[config.mk]
export PLATFORM = sky130hd
export DESIGN_NAME = jtag_dap_seq
export DESIGN_NICKNAME = d
export VERILOG_FILES = /design/src/rtl/jtag_dap_seq.sv
export SDC_FILE = /design/constraint.sdc
export NUM_CORES = 1
export LEC_CHECK = 0
export ABC_AREA = 1
export CAP_MARGIN = 25
export CELL_PAD_IN_SITES_DETAIL_PLACEMENT = 1
export CELL_PAD_IN_SITES_GLOBAL_PLACEMENT = 1
export CORE_UTILIZATION = 33
export CTS_BUF_LIST = sky130_fd_sc_hd__clkbuf_4 sky130_fd_sc_hd__clkbuf_8
export CTS_CLUSTER_DIAMETER = 150
export DETAILED_ROUTE_END_ITERATION = 12
export GPL_ROUTABILITY_DRIVEN = 0
export PLACE_DENSITY = 0.9
export SLEW_MARGIN = 20
export SYNTH_ARGS = -nofsm -noshare
export SYNTH_HDL_FRONTEND = slang
export SYNTH_SLANG_ARGS = --single-unit
export TNS_END_PERCENT = 100
[constraint.sdc]
create_clock -name clk_i -period 2.1 [get_ports clk_i]
set_clock_uncertainty 0.15 [all_clocks]
set_input_delay 0.21 -clock clk_i [delete_from_list [all_inputs] [get_ports clk_i]]
set_output_delay 0.21 -clock clk_i [all_outputs]
set_load 0.05 [all_outputs]
[src/rtl/jtag_dap_seq.sv]
// jtag_dap_seq: sequences jtagIF IR/TFR/RESET scans into complete ADIv5 JTAG-DP transactions,
// caching IR, retrying on WAIT and collecting posted read data through DP RDBUFF.
module jtag_dap_seq #(
    parameter int unsigned WAIT_RETRIES = 16,
    parameter logic [3:0]  IR_DPACC     = 4'hA,
    parameter logic [3:0]  IR_APACC     = 4'hB
) (
    input  logic        clk_i,
    input  logic        rst_ni,
    input  logic        req_valid_i,
    output logic        req_ready_o,
    input  logic        req_apndp_i,
    input  logic        req_rnw_i,
    input  logic [1:0]  req_addr32_i,
    input  logic [31:0] req_wdata_i,
    output logic        rsp_valid_o,
    input  logic        rsp_ready_i,
    output logic [2:0]  rsp_ack_o,
    output logic [31:0] rsp_rdata_o,
    input  logic        line_rst_i,
    output logic [1:0]  jt_cmd_o,
    output logic [3:0]  jt_ir_o,
    output logic [1:0]  jt_addr32_o,
    output logic        jt_rnw_o,
    output logic        jt_apndp_o,
    output logic [31:0] jt_dwrite_o,
    output logic        jt_go_o,
    input  logic        jt_idle_i,
    input  logic [2:0]  jt_ack_i,
    input  logic [31:0] jt_dread_i
);
    typedef enum logic [2:0] {S_IDLE, S_SETIR, S_XFER, S_RDBUF, S_RESP, S_LRST} state_t;
    localparam logic [7:0] WR = 8'(WAIT_RETRIES);
    localparam logic [2:0] ACK_OK = 3'b010, ACK_WAIT = 3'b001;
    state_t      state_q, state_d;
    logic        ph_q, ph_d, rdb_q, rdb_d, ir_vld_q, ir_vld_d, rst_pend_q, rst_pend_d;
    logic [3:0]  ir_q, ir_d;
    logic [7:0]  retry_q, retry_d;
    logic        apndp_q, apndp_d, rnw_q, rnw_d;
    logic [1:0]  addr_q, addr_d;
    logic [31:0] wdata_q, wdata_d, rdata_q, rdata_d;
    logic [2:0]  ack_q, ack_d;
    logic        op, done, accept;
    logic [3:0]  ir_tgt, ir_req;

    // ph_q: 0 = ISSUE (go high until jtagIF goes busy), 1 = DONE (wait for idle to return)
    assign op     = state_q inside {S_SETIR, S_XFER, S_RDBUF, S_LRST};
    assign done   = op & ph_q & jt_idle_i;
    assign accept = req_valid_i & req_ready_o;
    assign ir_req = req_apndp_i ? IR_APACC : IR_DPACC;
    assign ir_tgt = (apndp_q & ~rdb_q) ? IR_APACC : IR_DPACC;

    always_ff @(posedge clk_i or negedge rst_ni) begin
        if (!rst_ni) begin
            state_q    <= S_IDLE;
            ph_q       <= 1'b0;
            rdb_q      <= 1'b0;
            ir_vld_q   <= 1'b0;
            rst_pend_q <= 1'b0;
            ir_q       <= IR_DPACC;
            retry_q    <= 8'd0;
            apndp_q    <= 1'b0;
            rnw_q      <= 1'b0;
            addr_q     <= 2'd0;
            wdata_q    <= 32'd0;
            rdata_q    <= 32'd0;
            ack_q      <= 3'd0;
        end else begin
            state_q    <= state_d;
            ph_q       <= ph_d;
            rdb_q      <= rdb_d;
            ir_vld_q   <= ir_vld_d;
            rst_pend_q <= rst_pend_d;
            ir_q       <= ir_d;
            retry_q    <= retry_d;
            apndp_q    <= apndp_d;
            rnw_q      <= rnw_d;
            addr_q     <= addr_d;
            wdata_q    <= wdata_d;
            rdata_q    <= rdata_d;
            ack_q      <= ack_d;
        end
    end

    always_comb begin
        state_d    = state_q;
        ph_d       = (op & ~ph_q & ~jt_idle_i) ? 1'b1 : ph_q;
        rdb_d      = rdb_q;
        ir_vld_d   = ir_vld_q;
        rst_pend_d = rst_pend_q | line_rst_i;
        ir_d       = ir_q;
        retry_d    = retry_q;
        apndp_d    = apndp_q;
        rnw_d      = rnw_q;
        addr_d     = addr_q;
        wdata_d    = wdata_q;
        rdata_d    = rdata_q;
        ack_d      = ack_q;
        unique case (state_q)
            S_IDLE: begin
                ph_d = 1'b0;
                if (rst_pend_q) state_d = S_LRST;
                else if (accept) begin
                    apndp_d = req_apndp_i;
                    rnw_d   = req_rnw_i;
                    addr_d  = req_addr32_i;
                    wdata_d = req_wdata_i;
                    rdb_d   = 1'b0;
                    state_d = (ir_vld_q && ir_q == ir_req) ? S_XFER : S_SETIR;
                end
            end
            S_SETIR: if (done) begin
                ph_d     = 1'b0;
                ir_d     = ir_tgt;
                ir_vld_d = 1'b1;
                state_d  = rdb_q ? S_RDBUF : S_XFER;
            end
            S_XFER, S_RDBUF: if (done) begin
                ph_d = 1'b0;
                if (jt_ack_i == ACK_WAIT && retry_q < WR) retry_d = retry_q + 8'd1;
                else if (jt_ack_i == ACK_OK && state_q == S_XFER && rnw_q) begin
                    rdb_d   = 1'b1;
                    retry_d = 8'd0;
                    state_d = (ir_vld_q && ir_q == IR_DPACC) ? S_RDBUF : S_SETIR;
                end else begin
                    state_d = S_RESP;
                    ack_d   = jt_ack_i;
                    if (jt_ack_i == ACK_OK && state_q == S_RDBUF) rdata_d = jt_dread_i;
                end
            end
            S_RESP: if (rsp_ready_i) begin
                state_d = S_IDLE;
                retry_d = 8'd0;
            end
            S_LRST: if (done) begin
                ph_d       = 1'b0;
                ir_vld_d   = 1'b0;
                rst_pend_d = line_rst_i;
                state_d    = S_IDLE;
            end
            default: state_d = S_IDLE;
        endcase
    end

    always_comb begin
        req_ready_o = (state_q == S_IDLE) & jt_idle_i & ~rst_pend_q & ~line_rst_i;
        rsp_valid_o = state_q == S_RESP;
        rsp_ack_o   = ack_q;
        rsp_rdata_o = rdata_q;
        jt_go_o     = op & ~ph_q;
        jt_cmd_o    = (state_q == S_LRST) ? 2'd3 : (state_q inside {S_XFER, S_RDBUF}) ? 2'd1 : 2'd0;
        jt_ir_o     = (state_q == S_SETIR) ? ir_tgt : IR_DPACC;
        jt_addr32_o = (state_q == S_RDBUF) ? 2'b11 : (state_q == S_XFER) ? addr_q : 2'b00;
        jt_rnw_o    = (state_q == S_RDBUF) | ((state_q == S_XFER) & rnw_q);
        jt_apndp_o  = (state_q == S_XFER) & apndp_q;
        jt_dwrite_o = (state_q == S_XFER) ? wdata_q : 32'd0;
    end
endmodule

==> metrics.yaml, run 1 <==
outcome:
  status: "finished clean"
logic_synthesis:
  synth_area_um2: 4179
  ys_warn_count: 0
  synthCells: 497
  synth_area_per_cell_um2: 8.408
  ys_ff_latch: 87
  synth_xor_area_frac: 0.004192
  ys_types: 35
  synthMuxAreaShare: 0.005389
  synth_compound_area_frac: 0.08234
  yosysSeqAreaShare: 0.5210
  synth_top_family_by_area: "simple AND/OR/NAND/NOR gates"
  synth_fa_ha_area_frac: 0.002994
  synthSimpleGateAreaFrac: 0.2886
floorplanning:
  start_util: 0.3436
  die_area_um2: 13120
  fp.dieW_um: 114.5
  num_io_pins: 157
  core_area_um2: 12160
  rows: 40
  die_h_um: 114.5
routing:
  top_layer: "met4"
  routed_wl_um: 13480
  met1Wirelength_um: 5442
  wl_met2_um: 7130
  via_count: 3892
  first_pass_iters: 4
  drc_errors: 0
  via_per_inst: 4.672
  wl_met3_um: 595
  drt_iter0_drc: 154
  drtAntennaViolNets: 0
  wl_per_cell_um: 16.19
sta:
  whs_ns: 0.07110
  hold_violations: 0
  period_minus_slack_ns: 2.038
  max_slew_margin: 0.6429
  fmax_mhz: 490.7
  worst_slew_pin_slew_ns: 0.5340
  finalCritPeriodShare: 0.9704
  rsz0062_at_grt: "yes"
  finalSetupViolCount: 0
  slew_viol_final: 0
global_route:
  grt_pass1_wl_um: 20980
  antenna_found_initial: 0
  grt_pass1_vias: 4244
  grt_usage: 0.2058
  grt_max_degree: 52
  grt_remaining_overflow: 0
cells_and_area:
  final_util: 0.5603
  layout_common_cells: "nand2_1, clkdlybuf4s50_1, dfrtp_1"
  drive_above_1_share: 0.2421
  nets: 738
  n_antenna_cell: 0
  syn2layout_area_growth_pct: 63.05
  fill_cells: 1401
placement:
  io_buffer_count: 153
  dp_hpwl_um: 9713
clock_tree:
  worstSkewPairLatency_ns: 0.36
  htreeDepth: 3
  path_clk_slew_ns: 0.09
  cts_buffer_depth: 2
  root_buffer: "clkbuf_8"
  cts_tree: "done"
  clock_sinks: 87
  cts_buffers: 9
setup_path:
  path_max_fanout: 16
  arrival_ns: 1.68
  worstPathRequired_ns: 1.74
  worst_setup_path_end_kind: "output pin"
  worst-setup-path-type: "flip-flop to output pin"
  worst_setup_path_start_kind: "flip-flop"
power:
  p_leak_nw: 3.291
  worst_ir_drop_vdd_v: 0.0007335
  power_density_nw_per_um2: 1045
run:
  drv_cap: 0
worst_hold_path:
  hold_path_class: "input pin to async pin"
[per-stage QoR]
step	setup TNS [ns]	std cells	cell area, µm²	total power (W)	setup WS (ns)
after floorplan	0	498	4183	0.003863	0.03919
after global placement	0	810	6287	0.005424	0.04975
after detailed placement	-0.3223	810	6287	0.005519	-0.03581
after CTS	-0.1932	828	6630	0.006962	-0.01692
after global routing	-0.02331	833	6814	0.007442	-0.01044
final	0	833	6814	0.007119	0.06220
[registers in the layout, summed over array words and instances, names as in the netlist]
register,cells
rsp_rdata_o,32
wdata_q,32
retry_q,8
rsp_ack_o,3
state_q,3
addr_q,2
apndp_q,1
ir_q,1
ir_vld_q,1
ph_q,1
rdb_q,1
rnw_q,1
rst_pend_q,1
[metal layers]
metal	vias up	GRT usage
li1	1867	-
met1	1879	0.2460
met2	118	0.3713
met3	28	0.03388
met4	0	0.07446
met5	-	0
[cells by family (layout without fill, tap and decap cells)]
logic type / count (synthesis) / in the layout
simple gates: 272 / 272
flops: 87 / 87
buf+inv: 79 / 246
compound gates: 52 / 52
other cells: 2 / 3
xor+xnor: 2 / 2
mux: 2 / 2
fa+ha+maj: 1 / 1
[power by group]
group          switching (W)  total, W  internal (W)
clock network       0.000623   0.00129      0.000672
logic                0.00228   0.00382       0.00154
registers           0.000136   0.00200       0.00187
[worst paths after layout]
check,startpoint,endpoint,slack (ns),cells past startpoint
worst min-delay path,rst_ni,rsp_rdata_o[12],0.07,2
worst min register to register,rsp_rdata_o[1],rsp_rdata_o[1],0.34,2
max in group asynchronous,rst_ni,rsp_rdata_o[11],1.08,3
worst max register to register,rst_pend_q,state_q[2],0.13,8
min in group clk_i,jt_dread_i[31],rsp_rdata_o[31],0.25,3
worst max-delay path,state_q[2],jt_dwrite_o[0],0.06,7
[critical path, cell delays in order, from the launching register on]
cell     delay [ns]
dfrtp_2        0.44
inv_4          0.08
nand2_4        0.08
nor2_4         0.16
inv_4          0.08
buf_12         0.19
nor2_4         0.13
buf_12         0.15
[cell type report]
type	instances	area, µm²	area share
timing repair buffer	173	2152	0.3158
inverter	57	219.0	0.03213
clock buffer	9	123.9	0.01818
sequential	87	2181	0.3201
multi-input combinational	332	1832	0.2688
clock inverter	7	96.34	0.01414
tap	168	210.2	0.03085
[cell usage after synthesis]
library cell	number	area share
nand3_4	1	0.0042
nor3_4	1	0.0039
nand4_1	3	0.0045
nor3_1	5	0.0060
a21oi_2	20	0.042
or2_1	1	0.0015
a21boi_0	1	0.0018
inv_2	5	0.0045
conb_1	2	0.0018
o21ai_1	4	0.0048
or2_2	2	0.0030
nand2_1	110	0.099
nand2_2	5	0.0075
buf_1	3	0.0027
a21oi_1	19	0.023
buf_4	6	0.011
nor2_8	1	0.0048
inv_1	51	0.046
nand2_4	3	0.0081
clkinv_1	1	0.00090
nor2_4	2	0.0054
buf_2	4	0.0048
nor2_2	1	0.0015
xor2_1	2	0.0042
o21a_1	1	0.0018
nand3_1	49	0.059
nor3b_1	1	0.0018
o21ai_0	6	0.0072
ha_1	1	0.0030
nand3b_1	1	0.0018
o21ai_2	1	0.0021
buf_6	9	0.024
mux2_2	2	0.0054
dfrtp_1	87	0.52
nor2_1	86	0.077
[what timing repair did]
action	CTS	global route
resized for setup	40	31
endpoints found under the hold margin	87	0
hold buffers	1	0
endpoints found under the setup margin	35	35
gates cloned	0	3
buffers inserted	1	2
pin swaps	0	2
Note: power is estimated with default switching activity, not from simulation.
==> run 2: changes to the inputs <==
Settings changed: CORE_ASPECT_RATIO set to 1.5, CTS_CLUSTER_DIAMETER 150 to 50.
==> metrics.yaml, run 2 (same netlist as run 1, synthesis figures left out) <==
cells_and_area:
  final_util: 0.5418
  final_area_um2: 6711
  fill_cells: 1409
  drive_above_1_share: 0.2383
  nets: 736
  syn2layout_area_growth_pct: 60.60
  layout_common_cells: "nand2_1, clkdlybuf4s50_1, dfrtp_1"
  n_antenna_cell: 0
power:
  p_switching_w: 0.003100
  worst_ir_drop_vdd_v: 0.0006774
  internal-power_w: 0.003966
  p_leak_nw: 3.266
  pwr-share-comb: 0.541
  power_density_nw_per_um2: 1053
  power_frac_seq: 0.284
  swShare: 0.4387
  clock_power_share: 0.175
sta:
  setup_slack_ns: 0.04335
  period_minus_slack_ns: 2.057
  fmax_mhz: 486.2
  max_slew_margin: 0.6505
  finalCritPeriodShare: 0.9794
  whs_ns: 0.1597
  rsz0062_at_grt: "yes"
  tns_ns: 0
  finalSetupViolCount: 0
  worst_slew_pin_slew_ns: 0.5226
  hold_violations: 0
  slew_viol_final: 0
routing:
  wl_per_cell_um: 17.93
  first_pass_iters: 4
  via_count: 4018
  drt_iter0_drc: 123
  drc_errors: 0
  drtAntennaViolNets: 0
  routed_wl_um: 14680
  via_per_inst: 4.906
global_route:
  grtUsageMet1: 0.2522
  grt_util_met2: 0.4234
  grt_pass1_vias: 4516
  grt_pass1_wl_um: 23170
  antenna_found_initial: 0
  grt-busiest-layer: "met2"
  grt_usage: 0.2320
  met3_usage: 0.03115
  grt_remaining_overflow: 0
  grt_max_degree: 69
setup_path:
  path_max_fanout: 17
  worst-setup-path-type: "flip-flop to output pin"
  critPathMaxStageDelay_ns: 0.43
  worstPathRequired_ns: 1.74
  arrival_ns: 1.70
  worst_setup_path_end_kind: "output pin"
  crit_chain: "inv_2 > nand2_4 > nor2_4 > inv_2 > buf_12 > nor2_2 > buf_12"
  worst_setup_path_start_kind: "flip-flop"
  critPathSlowestCell: "dfrtp_2"
clock_tree:
  htreeDepth: 3
  cts_buffers: 9
  cts_tree: "done"
  cts_buffer_depth: 2
  path_clk_slew_ns: 0.10
  root_buffer: "clkbuf_8"
  worstSkewPairLatency_ns: 0.35
  clock_sinks: 87
floorplanning:
  die_area_um2: 13130
  die_h_um: 139.8
  fp.dieW_um: 93.88
  core_area_um2: 12390
  rows: 50
  start_util: 0.3374
  num_io_pins: 157
placement:
  dpl_cell_area_um2: 6240
  io_buffer_count: 153
  dp_hpwl_um: 10350
  preCtsSetupSlack_ns: -0.04108
outcome:
  status: "finished clean"
run:
  drv_cap: 0
worst_hold_path:
  hold_path_class: "input pin to async pin"
[run 2: cell types whose count changed in the layout (fill, tap and decap cells not counted), sizes merged]
cell / before / now
clkinvlp: 3 / 4
bufinv: 2 / 1
clkinv: 2 / 1
buf: 61 / 60
[run 2: final timing paths]
check,start,endpoint,cells past startpoint,slack [ns]
setup / recovery,state_q[2],jt_dwrite_o[16],7,0.04
hold / removal,rst_ni,wdata_q[7],2,0.16
setup reg to reg,state_q[0],wdata_q[5],8,0.13
hold reg to reg,rsp_rdata_o[20],rsp_rdata_o[20],2,0.33
max in group asynchronous,rst_ni,rsp_rdata_o[12],3,1.00
min in group clk_i,jt_dread_i[31],rsp_rdata_o[31],3,0.26
[run 2: metrics by stage]
| stage | power (W) | std cells |
|---|---|---|
| 2_1_floorplan | 0.003863 | 498 |
| 3_3_place_gp | 0.005418 | 797 |
| 3_5_place_dp | 0.005519 | 797 |
| 4_1_cts | 0.007035 | 819 |
| 5_1_grt | 0.007354 | 819 |
| 6_report | 0.007066 | 819 |
[run 2: final cells by class]
type	instances	area, µm²	share of cell area
Tap cell	156	195.2	0.02908
Clock inverter	6	68.82	0.01025
Clock buffer	10	137.6	0.02051
Multi-Input combinational cell	332	1797	0.2677
Sequential cell	87	2180	0.3248
Inverter	57	214.0	0.03188
Timing Repair Buffer	171	2120	0.3158
[run 2: critical path: cells and delay by family, from the launching register on]
kind	cells	cell delay, ns
and+or+nand+nor	3	0.37
buffers and inverters	4	0.51
DFF	1	0.43
[run 2: layer usage]
metal	vias to the layer above	share of wire
met5	-	0
met4	0	0.047
met3	41	0.031
met2	113	0.55
met1	2000	0.37
li1	1864	-
[run 2: power groups by stage]
stage / logic, W / registers [W] / clock network, W
final: 0.00382 / 0.00201 / 0.00124
after floorplan: 0.00165 / 0.00221 / 0
after global routing: 0.00400 / 0.00202 / 0.00133
after CTS: 0.00378 / 0.00199 / 0.00126
after global placement: 0.00340 / 0.00202 / 0
after detailed placement: 0.00348 / 0.00204 / 0
[run 2: timing repair]
item                                    CTS  global route
hold buffers                              1             0
gates resized for setup                  55             6
endpoints found under the setup margin   35             9
pin swaps                                 1             0
endpoints found under the hold margin    29             0
gates cloned                              1             0
buffers inserted                          4             0
==> run 3: changes to the inputs <==
Settings changed: CTS_CLUSTER_SIZE set to 25.
==> results of run 3 <==
Same layout as run 2: the final DEF is identical, and so are final timing and power.
